File: config.mk
export PLATFORM = sky130hd
export DESIGN_NAME = multicycle_control_unit_flat
export DESIGN_NICKNAME = d
export VERILOG_FILES = /design/src/rtl/multicycle_control_unit_if.sv /design/src/rtl/multicycle_control_unit.sv /design/src/flat_wrapper.sv
export SDC_FILE = /design/constraint.sdc
export NUM_CORES = 1
export LEC_CHECK = 0
export ABC_CLOCK_PERIOD_IN_PS = 4900
export BUFFER_PORTS_ARGS = -buffer_cell sky130_fd_sc_hd__clkbuf_2
export CAP_MARGIN = 25
export CORE_UTILIZATION = 50
export DETAILED_ROUTE_END_ITERATION = 16
export GPL_TIMING_DRIVEN = 0
export PLACE_DENSITY_LB_ADDON = 0.25
export SETUP_SLACK_MARGIN = 0.2
export SLEW_MARGIN = 20
export SYNTH_ARGS = -nofsm -noshare
export SYNTH_HDL_FRONTEND = slang
export SYNTH_SLANG_ARGS = --single-unit
File: constraint.sdc
create_clock -name clk -period 4.9 [get_ports clk]
set_input_delay 0.735 -clock clk [delete_from_list [all_inputs] [get_ports clk]]
set_output_delay 0.735 -clock clk [all_outputs]
set_load 0.01 [all_outputs]
File: src/rtl/multicycle_control_unit_if.sv
`default_nettype none
// ============================================================================
// Module   : multicycle_control_unit_if
// Brief    : IR-field inputs and datapath control outputs of the multi-cycle
//            control unit, grouped with controller/datapath modports.
// Revision : 1.0 - initial release
// ============================================================================
interface multicycle_control_unit_if #(
    parameter int ALU_OP_W = 3,
    parameter int CNT_W    = 32
);
    logic [6:0]          opcode;
    logic [2:0]          funct3;
    logic                funct7_5;
    logic                zero;
    logic                mem_ready;
    logic                pc_write;
    logic                pc_src;
    logic                ir_write;
    logic                iord;
    logic                reg_write;
    logic                alu_src;
    logic                mem_read;
    logic                mem_write;
    logic                mem_to_reg;
    logic [ALU_OP_W-1:0] alu_op;
    logic                retire;
    logic [CNT_W-1:0]    instret;
    logic                fault;
    logic [2:0]          state;

    modport master (
        input  opcode, funct3, funct7_5, zero, mem_ready,
        output pc_write, pc_src, ir_write, iord, reg_write, alu_src,
               mem_read, mem_write, mem_to_reg, alu_op, retire, instret,
               fault, state
    );

    modport slave (
        output opcode, funct3, funct7_5, zero, mem_ready,
        input  pc_write, pc_src, ir_write, iord, reg_write, alu_src,
               mem_read, mem_write, mem_to_reg, alu_op, retire, instret,
               fault, state
    );
endinterface
`default_nettype wire

File: src/rtl/multicycle_control_unit.sv
`default_nettype none
// ============================================================================
// Module   : multicycle_control_unit
// Brief    : FETCH/DECODE/EXEC/MEM/WB sequencer for a shared-memory RV32
//            subset with memory timeout, sticky fault and retire counter.
// Revision : 1.0 - initial release
// ============================================================================
module multicycle_control_unit #(
    parameter int ALU_OP_W    = 3,
    parameter int MEM_TIMEOUT = 15,
    parameter int CNT_W       = 32
) (
    input  wire logic                 clk,
    input  wire logic                 rst,
    multicycle_control_unit_if.master bus
);
    typedef enum logic [2:0] {
        S_FETCH  = 3'd0,
        S_DECODE = 3'd1,
        S_EXEC   = 3'd2,
        S_MEM    = 3'd3,
        S_WB     = 3'd4,
        S_FAULT  = 3'd5
    } state_t;

    localparam logic [6:0] c_OP_R  = 7'b0110011;
    localparam logic [6:0] c_OP_I  = 7'b0010011;
    localparam logic [6:0] c_OP_LW = 7'b0000011;
    localparam logic [6:0] c_OP_SW = 7'b0100011;
    localparam logic [6:0] c_OP_BR = 7'b1100011;

    localparam logic [2:0] c_ALU_ADD = 3'b000;
    localparam logic [2:0] c_ALU_SUB = 3'b001;
    localparam logic [2:0] c_ALU_AND = 3'b010;
    localparam logic [2:0] c_ALU_OR  = 3'b011;
    localparam logic [2:0] c_ALU_SLT = 3'b100;

    // Counter holds at most MEM_TIMEOUT-1 before the fault transition fires.
    localparam int c_WAIT_W = (MEM_TIMEOUT < 2) ? 1 : $clog2(MEM_TIMEOUT);
    localparam logic [c_WAIT_W-1:0] c_WAIT_LIMIT =
        c_WAIT_W'((MEM_TIMEOUT > 0) ? MEM_TIMEOUT - 1 : 0);

    state_t              r_state;
    logic [c_WAIT_W-1:0] r_wait;
    logic [CNT_W-1:0]    r_instret;

    logic       w_fn_ok, w_is_r, w_is_i, w_is_lw, w_is_sw, w_is_br;
    logic       w_legal, w_taken, w_timeout;
    logic [2:0] w_fn_op, w_ex_op;

    always_comb begin
        w_fn_ok = 1'b1;
        w_fn_op = c_ALU_ADD;
        case (bus.funct3)
            3'b000:  w_fn_op = c_ALU_ADD;
            3'b111:  w_fn_op = c_ALU_AND;
            3'b110:  w_fn_op = c_ALU_OR;
            3'b010:  w_fn_op = c_ALU_SLT;
            default: w_fn_ok = 1'b0;
        endcase
        w_is_r  = (bus.opcode == c_OP_R) && w_fn_ok;
        w_is_i  = (bus.opcode == c_OP_I) && w_fn_ok;
        w_is_lw = (bus.opcode == c_OP_LW) && (bus.funct3 == 3'b010);
        w_is_sw = (bus.opcode == c_OP_SW) && (bus.funct3 == 3'b010);
        w_is_br = (bus.opcode == c_OP_BR) && (bus.funct3[2:1] == 2'b00);
        w_legal = w_is_r | w_is_i | w_is_lw | w_is_sw | w_is_br;
        // funct7_5 only selects SUB for R-type funct3=000.
        w_ex_op = (w_is_r && bus.funct3 == 3'b000 && bus.funct7_5) ? c_ALU_SUB : w_fn_op;
        w_taken = bus.funct3[0] ? ~bus.zero : bus.zero;
    end

    assign w_timeout = (MEM_TIMEOUT != 0) && (r_wait == c_WAIT_LIMIT);

    state_t     w_next;
    logic       w_pc_write, w_pc_src, w_ir_write, w_iord, w_reg_write, w_alu_src;
    logic       w_mem_read, w_mem_write, w_mem_to_reg, w_retire, w_fault;
    logic [2:0] w_alu_op;

    always_comb begin
        w_next       = r_state;
        w_pc_write   = 1'b0;
        w_pc_src     = 1'b0;
        w_ir_write   = 1'b0;
        w_iord       = 1'b0;
        w_reg_write  = 1'b0;
        w_alu_src    = 1'b0;
        w_mem_read   = 1'b0;
        w_mem_write  = 1'b0;
        w_mem_to_reg = 1'b0;
        w_retire     = 1'b0;
        w_fault      = 1'b0;
        w_alu_op     = c_ALU_ADD;
        case (r_state)
            S_FETCH: begin
                w_mem_read = 1'b1;
                if (bus.mem_ready) begin
                    w_ir_write = 1'b1;
                    w_pc_write = 1'b1;
                    w_next     = S_DECODE;
                end else if (w_timeout) begin
                    w_next = S_FAULT;
                end
            end
            S_DECODE: w_next = w_legal ? S_EXEC : S_FAULT;
            S_EXEC: begin
                if (w_is_r || w_is_i) begin
                    w_alu_src = w_is_i;
                    w_alu_op  = w_ex_op;
                    w_next    = S_WB;
                end else if (w_is_lw || w_is_sw) begin
                    w_alu_src = 1'b1;
                    w_next    = S_MEM;
                end else if (w_is_br) begin
                    w_alu_op   = c_ALU_SUB;
                    w_retire   = 1'b1;
                    w_pc_write = w_taken;
                    w_pc_src   = w_taken;
                    w_next     = S_FETCH;
                end else begin
                    w_next = S_FAULT;
                end
            end
            S_MEM: begin
                w_iord      = 1'b1;
                w_alu_src   = 1'b1;
                w_mem_read  = w_is_lw;
                w_mem_write = w_is_sw;
                if (bus.mem_ready) begin
                    w_retire = w_is_sw;
                    w_next   = w_is_lw ? S_WB : (w_is_sw ? S_FETCH : S_FAULT);
                end else if (w_timeout) begin
                    w_next = S_FAULT;
                end
            end
            S_WB: begin
                w_reg_write  = 1'b1;
                w_mem_to_reg = w_is_lw;
                w_retire     = 1'b1;
                w_next       = S_FETCH;
            end
            S_FAULT: w_fault = 1'b1;
            default: w_next  = S_FAULT;
        endcase
    end

    always_ff @(posedge clk) begin
        if (rst) begin
            r_state   <= S_FETCH;
            r_wait    <= '0;
            r_instret <= '0;
        end else begin
            r_state <= w_next;
            // Any state change clears the wait counter, so it restarts on entry.
            if ((r_state == S_FETCH || r_state == S_MEM) && w_next == r_state)
                r_wait <= r_wait + 1'b1;
            else
                r_wait <= '0;
            if (w_retire)
                r_instret <= r_instret + 1'b1;
        end
    end

    assign bus.pc_write   = w_pc_write   & ~rst;
    assign bus.pc_src     = w_pc_src     & ~rst;
    assign bus.ir_write   = w_ir_write   & ~rst;
    assign bus.iord       = w_iord       & ~rst;
    assign bus.reg_write  = w_reg_write  & ~rst;
    assign bus.alu_src    = w_alu_src    & ~rst;
    assign bus.mem_read   = w_mem_read   & ~rst;
    assign bus.mem_write  = w_mem_write  & ~rst;
    assign bus.mem_to_reg = w_mem_to_reg & ~rst;
    assign bus.retire     = w_retire     & ~rst;
    assign bus.fault      = w_fault      & ~rst;
    assign bus.alu_op     = rst ? '0 : ALU_OP_W'(w_alu_op);
    assign bus.instret    = r_instret;
    assign bus.state      = r_state;
endmodule
`default_nettype wire

File: src/flat_wrapper.sv
// flat-port wrapper written by rule: the top's interface ports become plain ports
module multicycle_control_unit_flat 
#(
    parameter int ALU_OP_W    = 3,
    parameter int MEM_TIMEOUT = 15,
    parameter int CNT_W       = 32
)
  (clk, rst, bus_opcode, bus_funct3, bus_funct7_5, bus_zero, bus_mem_ready, bus_pc_write, bus_pc_src, bus_ir_write, bus_iord, bus_reg_write, bus_alu_src, bus_mem_read, bus_mem_write, bus_mem_to_reg, bus_alu_op, bus_retire, bus_instret, bus_fault, bus_state);
  multicycle_control_unit_if #(.ALU_OP_W(ALU_OP_W), .CNT_W(CNT_W)) bus_i ();
  input  wire logic clk;
  input  wire logic rst;
  input wire logic [$bits(bus_i.opcode)-1:0] bus_opcode;
  input wire logic [$bits(bus_i.funct3)-1:0] bus_funct3;
  input wire logic [$bits(bus_i.funct7_5)-1:0] bus_funct7_5;
  input wire logic [$bits(bus_i.zero)-1:0] bus_zero;
  input wire logic [$bits(bus_i.mem_ready)-1:0] bus_mem_ready;
  output wire logic [$bits(bus_i.pc_write)-1:0] bus_pc_write;
  output wire logic [$bits(bus_i.pc_src)-1:0] bus_pc_src;
  output wire logic [$bits(bus_i.ir_write)-1:0] bus_ir_write;
  output wire logic [$bits(bus_i.iord)-1:0] bus_iord;
  output wire logic [$bits(bus_i.reg_write)-1:0] bus_reg_write;
  output wire logic [$bits(bus_i.alu_src)-1:0] bus_alu_src;
  output wire logic [$bits(bus_i.mem_read)-1:0] bus_mem_read;
  output wire logic [$bits(bus_i.mem_write)-1:0] bus_mem_write;
  output wire logic [$bits(bus_i.mem_to_reg)-1:0] bus_mem_to_reg;
  output wire logic [$bits(bus_i.alu_op)-1:0] bus_alu_op;
  output wire logic [$bits(bus_i.retire)-1:0] bus_retire;
  output wire logic [$bits(bus_i.instret)-1:0] bus_instret;
  output wire logic [$bits(bus_i.fault)-1:0] bus_fault;
  output wire logic [$bits(bus_i.state)-1:0] bus_state;
  assign bus_i.opcode = bus_opcode;
  assign bus_i.funct3 = bus_funct3;
  assign bus_i.funct7_5 = bus_funct7_5;
  assign bus_i.zero = bus_zero;
  assign bus_i.mem_ready = bus_mem_ready;
  assign bus_pc_write = bus_i.pc_write;
  assign bus_pc_src = bus_i.pc_src;
  assign bus_ir_write = bus_i.ir_write;
  assign bus_iord = bus_i.iord;
  assign bus_reg_write = bus_i.reg_write;
  assign bus_alu_src = bus_i.alu_src;
  assign bus_mem_read = bus_i.mem_read;
  assign bus_mem_write = bus_i.mem_write;
  assign bus_mem_to_reg = bus_i.mem_to_reg;
  assign bus_alu_op = bus_i.alu_op;
  assign bus_retire = bus_i.retire;
  assign bus_instret = bus_i.instret;
  assign bus_fault = bus_i.fault;
  assign bus_state = bus_i.state;
  multicycle_control_unit #(.ALU_OP_W(ALU_OP_W), .MEM_TIMEOUT(MEM_TIMEOUT), .CNT_W(CNT_W)) u_core (.clk(clk), .rst(rst), .bus(bus_i));
endmodule
# [Word level (Yosys, flattened, before mapping)]
# Index checks and enable logic that the tools add are counted.
[word_totals] register_bits=39 wordCells=94 in_bits=15 output_inout_bits=49
[op_classes] eq_ne=15 n_addsub=2 reduce_logical=16 n_bitwise=18 mux=40
[ops] cell="$mux W3" count=14
[ops] cell="$add A32 B1 Y32 const B" count=1
[ops] cell="$mux W1" count=20
[ops] cell="$pmux W3 S6" count=1
[ops] cell="$eq A7 B6 Y1 const B" count=2
[ops] cell="$eq A3 B3 Y1 const B" count=4
[ops] cell="$and A1 B1 Y1" count=11
[ops] cell="$eq A3 B2 Y1 const B" count=3
[ops] cell="$pmux W3 S3" count=1
[ops] cell="$logic_and A1 B1 Y1" count=8
[ops] cell="$eq A7 B2 Y1 const B" count=1
[ops] cell="$eq A7 B5 Y1 const B" count=1
[ops] cell="$eq A7 B7 Y1 const B" count=1
[ops] cell="$logic_not A3 Y1" count=2
[ops] cell="$pmux W1 S2" count=3
[ops] cell="$add A4 B1 Y4 const B" count=1
[ops] cell="$eq A4 B4 Y1 const B" count=1
[ops] cell="$or A1 B1 Y1" count=4
[ops] cell="$reduce_or A4 Y1" count=1
[ops] cell="$eq A3 B1 Y1 const B" count=1
[ops] cell="$eq A3 B3 Y1" count=1
[ops] cell="$logic_or A1 B1 Y1" count=3
[ops] cell="$not A1 Y1" count=3
[ops] cell="$pmux W1 S3" count=1
[ops] cell="2 further kinds" count=2

# [Logic depth before layout (Yosys ltp)]
# Gate-level depths: netlist of run 1.
[logic_depth] word_depth=14 depth_mapped=8 ltp_nobuf=7

# [Least setup slack after synthesis of run 1]
# OpenSTA, ideal clock, no wires.
[synth_path] path_kind="input to output" start="input bus_opcode[6]" end="output bus_retire" required_time_ps=4165 cell_stages=6 arrival_time_ps=2403 path_buffers=2 path_slack_ps=1762 path_cell_list="or4b_4 > o41ai_4 > o21ai_2 > clkbuf_1 > clkbuf_1 > nor2_1"
[synth_between] elab_chain_len=7
[synth_rtl] element="from (decl)" line_no="flat_wrapper.sv:12" source="input wire logic [$bits(bus_i.opcode)-1:0] bus_opcode;"
[synth_rtl] element="$eq A7 B7 Y1 (tied with other cells)" line_no="multicycle_control_unit.sv:65" source="w_is_br = (bus.opcode == c_OP_BR) && (bus.funct3[2:1] == 2'b00);"
[synth_rtl] element="$logic_and A1 B1 Y1 (on tied branches)" line_no="multicycle_control_unit.sv:65, multicycle_control_unit.sv:63, multicycle_control_unit.sv:64"
[synth_rtl] element="$mux W1 / $logic_or A1 B1 Y1 (equally long branches)" line_no="multicycle_control_unit.sv:113, multicycle_control_unit.sv:110"
[synth_rtl] element="$mux W1" line_no="multicycle_control_unit.sv:110" source="end else if (w_is_lw || w_is_sw) begin"
[synth_rtl] element="$mux W1" line_no="multicycle_control_unit.sv:106" source="if (w_is_r || w_is_i) begin"
[synth_rtl] element="$pmux W1 S3 (*)" line_no="multicycle_control_unit.sv:93" source="case (r_state)"
[synth_rtl] element="$and A1 B1 Y1 (*)" line_no="multicycle_control_unit.sv:172" source="assign bus.retire = w_retire & ~rst;"
[synth_rtl] element="to (decl)" line_no="flat_wrapper.sv:27" source="output wire logic [$bits(bus_i.retire)-1:0] bus_retire;"
# Mark *: on every way between the ends. The rest lies on a longest branch, timed or not.

# [Worst setup path in the final report of run 1]
[layout_path] start="input bus_opcode[2]" end="output bus_retire"
# The elaborated chain is that of the path after synthesis.

==> results.yml, run 1 <==
clock_tree:
  ctsResizeCount: 0
  cts_sinks: 39
  cts_tree: "built"
  h-tree-depth: 2
  clock_tree.buffer_depth: 2
  postCtsHoldBufs: 0
  cts_root_buf: "clkbuf_8"
  clkTransAtPathRegs_ns: 0.07
  cts_setup_buffers: 0
  clock_latency_ns: 0.30
  cts_made_buffers: 5
worst_setup_path:
  path_cells: "clkbuf_2 > nand4bb_1 > o41ai_2 > o21ai_2 > clkbuf_1 > clkbuf_1 > nor2_1 > clkbuf_2"
  slowest_stage: "o41ai_2"
  crit_required_ns: 4.16
  timing.rr.end: "u_core.bus.instret[25]$_SDFFE_PP0P_"
  cp.arrival_ns: 3.03
  r2r_slack_ns: 2.23
  path_max_fanout: 10
  critPathCaptureType: "primary output"
  slowest_delay_ns: 0.76
  startpoint_type: "input pin"
  r2r_cells: 5
  worstSetupPathType: "in -> out"
  worst_r2r_startpoint: "u_core.bus.instret[4]$_SDFFE_PP0P_"
yosys:
  synth_area_leaders: "dfxtp_1 33%, a21oi_1 5.2%, or3_1 4.6%, o21ai_0 3.9%, nor2_1 3.5%"
  avgSynthCellArea_um2: 7.93
  synth_ff_type: "dfxtp_1"
  ys_async_sr_fraction_pct: 0
  synthCells: 294
  synth.most_common_cell: "dfxtp_1"
  syn-num-nets: 312
  synth_commonest_cells: "39 x dfxtp_1, 24 x a21oi_1, 22 x nor2_1"
  ys_seq_area_share_pct: 33.5
  ys_warn_count: 0
  synth_edf_count: 0
  syn_area_um2: 2330
  synth_top_area_cell: "dfxtp_1"
  yosysUniqueCellTypes: 48
  ys_seq_elements: 39
  netlist.area_leader.share_pct: 33.5
detailed_routing:
  route.detailed.drc: 0
  vias: 2560
  vias_per_cell: 6.15
  postRouteAntennaNets: 0
  first_pass_iters: 4
  drt-total-wl_um: 6220
  wl_per_cell_um: 14.9
  drtIter0Drc: 180
cells_and_area:
  final_cells: 416
  antenna_cells: 0
  final_nets: 381
  n_fill_cell: 408
  utilization_pct: 64.4
  drive_gt1_share_pct: 22.5
  area_growth_pct: 22.0
global_route:
  grt_pass1_vias: 2247
  grt_pass1_wl_um: 10400
  track_usage_pct: 26.0
  grt-ovfl-total: 0
  antenna_found_initial: 0
  grt_max_degree: 14
hold_path:
  min_from: "u_core.bus.instret[31]$_SDFFE_PP0P_"
  hold_end: "u_core.bus.instret[31]$_SDFFE_PP0P_"
  holdPathStages: 2
  hp-class: "reg -> reg"
power:
  p_per_area_nw_per_um2: 278
  peakVddDrop_mv: 0.250
  leakage_nw: 1.05
  totalPowerFinal_w: 0.000791
sta:
  fin_crit_sh_pct: 76.8
  finalSetupTns_ns: 0
  rsz0062_at_grt: "false"
  hold_viol_final: 0
  setup_viol: 0
  fmax_ghz: 0.266
  clock_skew_ns: 0.00534
  drv_slew: 0
  tightestPinTransition_ns: 0.905
  worst_slack_ns: 1.14
  period_needed_ns: 3.76
  relSlewSlack_pct: 39.1
placed_design:
  numPortBuffers: 62
  dp.cells: 408
  hpwlAfterDp_um: 4490
  place_congestion: 0.956
  pre_cts_slack_ns: 1.18
floorplanning:
  core-area_um2: 4410
  die-height_um: 70.3
  dieArea_um2: 4940
  initial_core_util_pct: 52.8
  io_pins: 64
  std_cell_rows: 24
  die_x_um: 70.3
outcome:
  outcome: "finished, final reports clean"
run:
  cap_violations: 0
flip-flops by register name (all words and copies together) (netlist names):
signal,count
u_core.bus.state,3
u_core.r_wait,4
u_core.bus.instret,32
worst max path at each step:
stage | start | end | slack, ns
floorplan | bus_opcode[6] | bus_retire | 1.76
global placement | bus_opcode[2] | bus_retire | 1.22
detailed placement | bus_opcode[2] | bus_retire | 1.18
CTS | bus_opcode[2] | bus_retire | 1.16
global route | bus_opcode[2] | bus_retire | 0.97
finish | bus_opcode[2] | bus_retire | 1.14
metal layers:
| metal | up-vias | part of all wire, % | global-route usage (%) |
|---|---|---|---|
| met4 | 0 | 1.0 | 7.11 |
| met1 | 1220 | 47 | 34.6 |
| li1 | 1252 | - | - |
| met2 | 81 | 47 | 42.2 |
| met3 | 7 | 5.5 | 5.63 |
| met5 | - | 0 | 0 |
layout by cell type, fill, tap and decap left out, types with 4 or more instances in the layout:
cell,Yosys,final
dfxtp_1,39,39
nor2b_1,6,6
nand2_1,18,18
nand3_1,9,9
nor2_1,22,22
or4_1,11,11
or3_1,17,17
xor2_1,5,5
and3_1,8,8
nand2b_1,5,5
nand4_1,10,10
inv_1,6,6
a31oi_1,4,4
nor3_1,10,10
clkbuf_2,0,62
clkbuf_8,0,5
a21oi_1,24,24
o21ai_0,18,18
clkbuf_1,16,16
o31ai_1,9,9
nor4_1,10,10
area by class of cell:
type | count | area, um^2 | area share, %
Multi-Input combinational cell | 231 | 1450 | 51.1
Sequential cell | 39 | 781 | 27.5
Timing Repair Buffer | 62 | 310 | 10.9
Buffer | 18 | 75.1 | 2.64
Clock buffer | 5 | 68.8 | 2.42
Clock inverter | 3 | 67.6 | 2.38
Tap cell | 52 | 65.1 | 2.29
Inverter | 6 | 22.5 | 0.792
worst max-delay path, delay by kind of cell:
kind | cells | cell delay, ns
compound gates | 2 | 0.93
buf+inv | 4 | 0.80
simple gates | 2 | 0.56
kinds of logic after synthesis:
group,synth area share [%]
simple gates,34.6
compound gates,21.2
flops,33.5
buf+inv,4.19
xor+xnor,3.01
mux,1.88
fa+ha+maj,1.61
power breakdown:
| group | internal, W | switching [W] |
|---|---|---|
| clock | 0.000203 | 0.000119 |
| combinational | 0.0000471 | 0.0000876 |
| sequential | 0.000324 | 0.0000106 |
stage by stage:
stage / hold slack, ns / cell area, um^2
finish: 0.491 / 2840
global route: 0.514 / 2840
CTS: 0.493 / 2840
detailed placement: 0.480 / 2710
global placement: 0.462 / 2710
floorplan: 0.454 / 2330
No activity file was read; power rests on OpenSTA's default activity.
==> inputs of run 2 (changes only) <==
--- a/config.mk
+++ b/config.mk
@@ -5,10 +5,11 @@
 export SDC_FILE = /design/constraint.sdc
 export NUM_CORES = 1
 export LEC_CHECK = 0
-export ABC_CLOCK_PERIOD_IN_PS = 4900
+export ABC_AREA = 1
+export ABC_CLOCK_PERIOD_IN_PS = 3400
 export BUFFER_PORTS_ARGS = -buffer_cell sky130_fd_sc_hd__clkbuf_2
 export CAP_MARGIN = 25
-export CORE_UTILIZATION = 50
+export CORE_UTILIZATION = 49
 export DETAILED_ROUTE_END_ITERATION = 16
 export GPL_TIMING_DRIVEN = 0
 export PLACE_DENSITY_LB_ADDON = 0.25
==> constraint.sdc (replaced) <==
create_clock -name clk -period 3.4 [get_ports clk]
set_input_delay 0.51 -clock clk [delete_from_list [all_inputs] [get_ports clk]]
set_output_delay 0.51 -clock clk [all_outputs]
set_load 0.01 [all_outputs]
==> results.yml, run 2 <==
outcome:
  outcome: "finished, final reports clean"
yosys:
  synth_commonest_cells: "127 x nand2_1, 48 x nor2_1, 39 x dfxtp_1"
  syn-num-nets: 437
  synth.most_common_cell: "nand2_1"
  synthCells: 419
  netlist.area_leader.share_pct: 29.7
  synth_ff_type: "dfxtp_1"
  ys_warn_count: 0
  syn_area_um2: 2630
  ys_seq_area_share_pct: 29.7
  synth_top_area_cell: "dfxtp_1"
  yosysUniqueCellTypes: 32
  synth_area_leaders: "dfxtp_1 30%, nand2_1 18%, a21oi_1 7.1%, nor2_1 6.9%, inv_1 4.9%"
  ys_seq_elements: 39
  ys_async_sr_fraction_pct: 0
  avgSynthCellArea_um2: 6.27
  synth_edf_count: 0
worst_setup_path:
  r2r_cells: 8
  crit_start: "u_core.bus.state[2]$_SDFF_PP0_"
  critPathCaptureType: "primary output"
  startpoint_type: "register"
  path_max_fanout: 10
  crit_path_end: "bus_retire"
  worst_r2r_startpoint: "u_core.bus.instret[0]$_SDFFE_PP0P_"
  r2r_slack_ns: 1.56
  timing.rr.end: "u_core.bus.instret[30]$_SDFFE_PP0P_"
  worstSetupPathType: "reg -> out"
  cp.arrival_ns: 1.82
  crit_required_ns: 2.89
detailed_routing:
  vias: 2924
  wl_per_cell_um: 12.6
  route.detailed.drc: 0
  first_pass_iters: 5
  vias_per_cell: 5.23
  postRouteAntennaNets: 0
  drtIter0Drc: 196
  drt-total-wl_um: 7020
floorplanning:
  core-area_um2: 5140
  io_pins: 64
  initial_core_util_pct: 51.1
  die-height_um: 75.2
  std_cell_rows: 26
  die_x_um: 75.2
  dieArea_um2: 5660
clock_tree:
  clock_tree.buffer_depth: 2
  h-tree-depth: 2
  cts_made_buffers: 5
  cts_setup_buffers: 0
  cts_root_buf: "clkbuf_8"
  cts_tree: "built"
  clock_latency_ns: 0.30
  clkTransAtPathRegs_ns: 0.08
  ctsResizeCount: 0
  postCtsHoldBufs: 0
  cts_sinks: 39
power:
  p_per_area_nw_per_um2: 312
  peakVddDrop_mv: 0.206
  leakage_nw: 1.30
  totalPowerFinal_w: 0.000970
cells_and_area:
  drive_gt1_share_pct: 21.5
  layout_common_cells: "127 x nand2_1, 62 x clkbuf_2, 48 x nor2_1"
  utilization_pct: 60.6
  final_common_cell: "nand2_1"
  largest_reg_flops: 32
  antenna_cells: 0
  final_area_um2: 3110
  area_growth_pct: 18.5
  final_nets: 506
global_route:
  grt_use_met3_pct: 5.22
  track_usage_pct: 26.3
  busiest_layer: "met2"
  use_met1_pct: 30.9
  grt_max_degree: 14
  grt_pass1_vias: 2628
  grt_util_met2_pct: 47.3
  grt_pass1_wl_um: 11300
  antenna_found_initial: 0
  grt-ovfl-total: 0
sta:
  drv_slew: 0
  fin_crit_sh_pct: 68.7
  relSlewSlack_pct: 60.6
  setup_viol: 0
  rsz0062_at_grt: "false"
  fmax_ghz: 0.428
  tightestPinTransition_ns: 0.591
  finalSetupTns_ns: 0
  period_needed_ns: 2.33
  hold_viol_final: 0
  clock_skew_ns: 0.00358
hold_path:
  hp-class: "reg -> reg"
  holdPathStages: 1
placed_design:
  placed_area_um2: 3020
  place_congestion: 0.950
  numPortBuffers: 62
  hpwlAfterDp_um: 5400
run:
  cap_violations: 0
run 2: changes by cell type after synthesis, moves of 13 or more:
cell / previous run / this run
a21oi_1: 24 / 37
inv_1: 6 / 34
nand2_1: 18 / 127
nor2_1: 22 / 48
or3_1: 17 / 0
run 2: worst min path at each step:
stage                                           start                          end  slack (ns)
final                     u_core.r_wait[0]$_SDFF_PP0_  u_core.r_wait[0]$_SDFF_PP0_        0.49
after global routing      u_core.r_wait[0]$_SDFF_PP0_  u_core.r_wait[0]$_SDFF_PP0_        0.52
after CTS                 u_core.r_wait[0]$_SDFF_PP0_  u_core.r_wait[0]$_SDFF_PP0_        0.50
after detailed placement  u_core.r_wait[0]$_SDFF_PP0_  u_core.r_wait[0]$_SDFF_PP0_        0.49
after global placement    u_core.r_wait[0]$_SDFF_PP0_  u_core.r_wait[0]$_SDFF_PP0_        0.48
after floorplan           u_core.r_wait[0]$_SDFF_PP0_  u_core.r_wait[0]$_SDFF_PP0_        0.45
run 2: final cells by class:
cell class | instances | area [um^2]
fill | 572 | 2030
multi-input combinational | 327 | 1620
sequential | 39 | 781
timing repair buffer | 62 | 310
inverter | 43 | 161
tap | 70 | 87.6
clock buffer | 5 | 68.8
buffer | 10 | 63.8
clock inverter | 3 | 20.0
run 2: critical path: stages (launching register included):
cell	delay, ns
dfxtp_1	0.38
inv_2	0.12
nand2_2	0.08
nor2_2	0.19
nand2_1	0.13
nand3_4	0.17
buf_4	0.21
nand2_1	0.06
inv_1	0.06
clkbuf_2	0.12
run 2: power breakdown:
group	switching (W)	total, W	internal (W)
logic	0.000114	0.000171	0.0000569
registers	0.0000136	0.000479	0.000466
clock network	0.000177	0.000320	0.000143
total	0.000304	0.000970	0.000666
run 2: logic make-up (layout without fill, tap and decap cells):
family	after synthesis	after routing	synth area share, %
simple gates	253	253	43.5
fa+ha+maj	3	3	1.43
compound gates	52	52	10.4
xor+xnor	19	19	6.34
flops	39	39	29.7
buf+inv	53	123	8.57
run 2: routing by layer:
metal / vias to the layer above / part of all wire (%)
li1: 1487 / -
met1: 1316 / 43
met2: 106 / 50
met3: 15 / 5.5
met4: 0 / 1.8
met5: - / 0
run 2: stage by stage:
stage          hold slack, ns  setup WS [ns]  cells
2_1_floorplan           0.452           1.43    419
3_3_place_gp            0.475           1.09    551
3_5_place_dp            0.486           1.07    551
4_1_cts                 0.498           1.06    559
5_1_grt                 0.522          0.898    559
6_report                0.492           1.07    559
